`src/rtl/mitm_select_scheduler.sv`:
```
// mitm_select_scheduler: switches mux select lines to the injected source only inside quiet bus windows.
module mitm_select_scheduler #(
    parameter int WIDTH        = 4,
    parameter int QUIET_CYCLES = 8,
    parameter int MAX_WAIT     = 1024,
    parameter int HOLD_W       = 16
) (
    input  logic              sys_clk,
    input  logic              n_reset,
    input  logic [WIDTH-1:0]  bus_in,
    input  logic              req_valid,
    output logic              req_ready,
    input  logic [WIDTH-1:0]  req_mask,
    input  logic [HOLD_W-1:0] req_hold,
    input  logic              release_in,
    input  logic              abort,
    output logic [WIDTH-1:0]  select_line,
    output logic              busy,
    output logic              done,
    output logic              timeout
);
    localparam int QW = $clog2(QUIET_CYCLES + 1);
    localparam int WW = $clog2(MAX_WAIT + 1);

    typedef enum logic [1:0] {IDLE, ARM, ACTIVE, DISARM} state_t;

    state_t            state_q, state_d;
    logic [WIDTH-1:0]  bus_prev_q;
    logic [QW-1:0]     quiet_q, quiet_d;
    logic [WW-1:0]     wait_q, wait_d;
    logic [HOLD_W-1:0] hold_cnt_q, hold_cnt_d;
    logic [HOLD_W-1:0] hold_lat_q, hold_lat_d;
    logic [WIDTH-1:0]  mask_q, mask_d;
    logic [WIDTH-1:0]  select_line_q, select_line_d;
    logic              done_q, done_d;
    logic              timeout_q, timeout_d;
    logic              change, quiet_ok;

    assign change      = |(bus_in ^ bus_prev_q);
    assign quiet_ok    = (quiet_q == QW'(QUIET_CYCLES)) && !change;
    assign req_ready   = (state_q == IDLE) && !abort;
    assign busy        = (state_q != IDLE);
    assign select_line = select_line_q;
    assign done        = done_q;
    assign timeout     = timeout_q;

    always_comb begin
        state_d       = state_q;
        mask_d        = mask_q;
        hold_lat_d    = hold_lat_q;
        hold_cnt_d    = hold_cnt_q;
        select_line_d = select_line_q;
        done_d        = 1'b0;
        timeout_d     = 1'b0;
        wait_d        = wait_q;
        quiet_d       = change ? '0 : (quiet_q == QW'(QUIET_CYCLES)) ? quiet_q : quiet_q + QW'(1);
        if (abort && state_q != IDLE) begin
            state_d       = IDLE;
            select_line_d = '0;
        end else begin
            case (state_q)
                IDLE: begin
                    if (req_valid && req_ready) begin
                        mask_d     = req_mask;
                        hold_lat_d = req_hold;
                        if (req_mask == '0) done_d = 1'b1;
                        else state_d = ARM;
                    end
                end
                ARM: begin
                    wait_d = wait_q + WW'(1);
                    // a quiet window arriving on the last wait cycle still wins over timeout
                    if (quiet_ok) begin
                        select_line_d = mask_q;
                        hold_cnt_d    = hold_lat_q;
                        state_d       = ACTIVE;
                    end else if (wait_q == WW'(MAX_WAIT - 1)) begin
                        state_d   = IDLE;
                        done_d    = 1'b1;
                        timeout_d = 1'b1;
                    end
                end
                ACTIVE: begin
                    if (hold_cnt_q != '0) hold_cnt_d = hold_cnt_q - HOLD_W'(1);
                    if (release_in || hold_cnt_q == HOLD_W'(1)) state_d = DISARM;
                end
                DISARM: begin
                    if (quiet_ok) begin
                        select_line_d = '0;
                        state_d       = IDLE;
                        done_d        = 1'b1;
                    end
                end
            endcase
        end
        if (state_d != state_q) begin
            quiet_d = '0;
            wait_d  = '0;
        end
    end

    always_ff @(posedge sys_clk or negedge n_reset) begin
        if (!n_reset) begin
            state_q       <= IDLE;
            bus_prev_q    <= '0;
            quiet_q       <= '0;
            wait_q        <= '0;
            hold_cnt_q    <= '0;
            hold_lat_q    <= '0;
            mask_q        <= '0;
            select_line_q <= '0;
            done_q        <= 1'b0;
            timeout_q     <= 1'b0;
        end else begin
            state_q       <= state_d;
            bus_prev_q    <= bus_in;
            quiet_q       <= quiet_d;
            wait_q        <= wait_d;
            hold_cnt_q    <= hold_cnt_d;
            hold_lat_q    <= hold_lat_d;
            mask_q        <= mask_d;
            select_line_q <= select_line_d;
            done_q        <= done_d;
            timeout_q     <= timeout_d;
        end
    end
endmodule
```
`config.mk`:
```
export PLATFORM = sky130hd
export DESIGN_NAME = mitm_select_scheduler
export DESIGN_NICKNAME = d
export VERILOG_FILES = /design/src/rtl/mitm_select_scheduler.sv
export SDC_FILE = /design/constraint.sdc
export NUM_CORES = 1
export LEC_CHECK = 0
export BUFFER_PORTS_ARGS = -buffer_cell sky130_fd_sc_hd__buf_2
export CORE_MARGIN = 1
export CORE_UTILIZATION = 37
export CTS_BUF_LIST = sky130_fd_sc_hd__clkbuf_4 sky130_fd_sc_hd__clkbuf_8 sky130_fd_sc_hd__clkbuf_16
export DETAILED_ROUTE_END_ITERATION = 16
export SYNTH_ARGS = -nofsm -noshare
export SYNTH_HDL_FRONTEND = slang
export SYNTH_SLANG_ARGS = --single-unit
```
`constraint.sdc`:
```
create_clock -name sys_clk -period 3 [get_ports sys_clk]
set_input_delay 0.3 -clock sys_clk [delete_from_list [all_inputs] [get_ports sys_clk]]
set_output_delay 0.3 -clock sys_clk [all_outputs]
set_load 0.01 [all_outputs]
```
==> results_dict.tcl <==
set metrics [dict create \
    cts_tree "built" \
    finalHoldViolations 0 \
    yosysUniqueCellTypes 44 \
    antenna_found_initial 0 \
    p_seq_share_pct 39.4 \
    tns_ps 0 \
    maxCapViolCount 0 \
    grt-ovfl-total 0 \
    ir_drop_v 0.000266 \
    synth_edf_count 0 \
    min_path_type "input pin to async pin" \
    whs_ps 27.6 \
    grt_usage_pct 15.8 \
    ctsResizeCount 0 \
    fmax_ghz 0.390 \
    setup_violations 0 \
    path_clk_slew_ps 70 \
    synth_top_family_by_area "simple AND/OR/NAND/NOR gates" \
    status "complete, no violations" \
    fp.dieH_um 96.6 \
    firstDrtPassIters 5 \
    p_leak_uw 0.00167 \
    yosys.area.top_type_share_pct 47.6 \
    skew_ps 10.1 \
    worst-slew-pin-transition_ps 760 \
    cts-root-buf "clkbuf_8" \
    rows 34 \
    antennaDiodeCount 0 \
    ios 37 \
    cp.arrival_ps 2820 \
    avgSynthCellArea_um2 9.74 \
    max_slew_margin_pct 49.3 \
    setup.worst_path.start_class "register" \
    cts_hold_repair.buffers 0 \
    layout-drive-gt1-share_pct 21.7 \
    yosys.area_share.simple_pct 18.1 \
    finalNetCount 418 \
    synth_xor_area_share_pct 4.49 \
    die-area_um2 9340 \
    num_vias 2640 \
    insertion_delay_ps 340 \
    synth_compound_area_share_pct 13.7 \
    crit_required_ps 3250 \
    synth_area_leaders "dfrtp_1, mux2_2, o21ai_0, ha_1, nor2_1" \
    htree_levels 3 \
    cts.repair_timing.setup_buffer_count 0 \
    wl_um 6950 \
    grt_pass1_vias 2475 \
    synth-seq-cells 63 \
    grt_pass1_wl_um 12000 \
    syn-cell-area_um2 3310 \
    min_period_ps 2570 \
    p_clk_share_pct 21.3 \
    portBuffers 36 \
    maxSlewViolCount 0 \
    yosysWarnings 0 \
    rsz0062_at_grt "no" \
    cts_num_sinks 63 \
    gp_congestion 0.831 \
    final_core_util_pct 43.9 \
    wl_per_cell_um 14.2 \
    period_share_pct 85.6 \
    pwr-share-comb_pct 39.3 \
    ys.flop_type "dfrtp_1" \
    crit_fanout 15 \
    ant_nets 0 \
    area_growth_pct 14.9 \
    p_per_area_nw_per_um2 931 \
    numCtsBuffers 9 \
    dr.first_iter.drc_count 120 \
    synthAdderAreaFrac_pct 4.15 \
    synth-async-reset-ratio_pct 100 \
    path_class "register to register" \
    via_per_inst 5.38 \
    die_w_um 96.6 \
    p_sw_share_pct 39.2 \
    fp.coreArea_um2 8680 \
    grt_max_degree 34 \
    dpl.hpwl_um 4870 \
    synth_fp_nets 380 \
    synth.area.mux_share_pct 7.70 \
    start_util_pct 38.2 \
    yosysTopAreaCell "dfrtp_1" \
    switching_power_uw 1390 \
    cts_max_path_buffers 2 \
    drcViolationCount 0 \
    syn_inst 340 \
    end_kind "register" \
    internal_power_uw 2160 \
    yosysSeqAreaShare_pct 47.6 \
]
==> power by group through the flow <==
stage / sequential (uW) / clock [uW] / combinational, uW
2_1_floorplan: 1340 / 0 / 1090
3_5_place_dp: 1410 / 0 / 1380
5_1_grt: 1440 / 810 / 1570
6_report: 1400 / 754 / 1390
4_1_cts: 1390 / 766 / 1390
3_3_place_gp: 1400 / 0 / 1360
==> synth_stat cells (3+ instances only) <==
cell type and n:
a21oi_1 22, a2bb2oi_1 3, a31oi_1 4, a32o_1 4, and2_1 3, and3_1 3, buf_2 4, clkbuf_1 9
dfrtp_1 63, ha_1 11, inv_1 16, mux2_2 20, mux2i_1 3, nand2_1 25, nand2b_1 3, nand3_1 22
nand4_1 5, nor2_1 30, nor3_1 10, nor3b_1 4, nor4_1 5, o21ai_0 30, xnor2_1 7, xor2_1 10
==> layout make-up <==
type | count | area, um2
Fill cell | 851 | 4870
Multi-Input combinational cell | 245 | 1600
Sequential cell | 63 | 1580
Timing Repair Buffer | 42 | 238
Clock buffer | 12 | 153
Tap cell | 108 | 135
Inverter | 17 | 63.8
Clock inverter | 4 | 45.0
==> worst paths after layout <==
| path | cells after the start | endpoint | startpoint | slack [ps] |
|---|---|---|---|---|
| setup / recovery | 8 | hold_cnt_q[8] | state_q[1] | 430 |
| hold / removal | 1 | select_line[2] | n_reset | 30 |
| setup reg to reg | 8 | hold_cnt_q[8] | state_q[1] | 430 |
| hold reg to reg | 1 | hold_lat_q[5] | hold_lat_q[5] | 500 |
| max in group asynchronous | 2 | hold_cnt_q[14] | n_reset | 2330 |
| min in group sys_clk | 1 | bus_prev_q[3] | bus_in[3] | 90 |
==> state kept, by name (all words and copies together), names as in the netlist <==
| signal | cells |
|---|---|
| state_q | 2 |
| bus_prev_q | 4 |
| select_line | 4 |
| mask_q | 4 |
| wait_q | 11 |
| hold_lat_q | 16 |
| hold_cnt_q | 16 |
| done | 1 |
| quiet_q | 4 |
| timeout | 1 |
==> per-stage QoR <==
step | power (uW) | worst slack (ps) | instances | cell area, um2
5_1_grt | 3820 | 202 | 491 | 3810
3_3_place_gp | 2760 | 570 | 475 | 3610
4_1_cts | 3550 | 469 | 491 | 3810
6_report | 3550 | 433 | 491 | 3810
2_1_floorplan | 2430 | 927 | 340 | 3310
3_5_place_dp | 2790 | 480 | 475 | 3610
==> cell families (layout without fill, tap and decap cells) <==
logic type               after synthesis  count (layout)
flip-flops                            63              63
AO/OA/AOI/OAI                         75              75
buffers and inverters                 32              75
adder cells (fa/ha/maj)               11              11
AND/OR/NAND/NOR                      119             119
XOR/XNOR                              17              17
multiplexers                          23              23
==> routing by layer <==
layer,part of all wire (%),GRT usage [%],vias to the layer above
met3,4.6,2.82,13
met4,1.9,7.23,0
li1,-,-,1280
met2,43,22.7,76
met1,50,22.9,1271
met5,0,0,-
==> critical path, stage by stage (launching register included) <==
cell and delay [ps]:
dfrtp_1 480, inv_1 180, ha_1 330, nor2b_1 160, nor3_1 140, a21oi_1 150, a31oi_2 650, o21ai_0 210
a22oi_1 180
==> cell usage in the layout (no fill, tap or decap), drive strengths merged, types with 2 or more instances in the layout <==
cell and n:
nor3b 4, xor2 10, dfrtp 63, a22oi 2, nor4 6, nand3b 2, a21oi 22, inv 16
nor2 30, o22ai 2, and2 3, nor3 10, nand4 5, nand2 25, clkbuf 12, mux2i 3
a32o 4, buf 42, mux2 20, ha 11, a31oi 5, clkinv 4, and3 3, nand2b 3
nand3 22, a2bb2oi 3, xnor2 7, o21ai 31
Power figures use the tool's default switching activity.
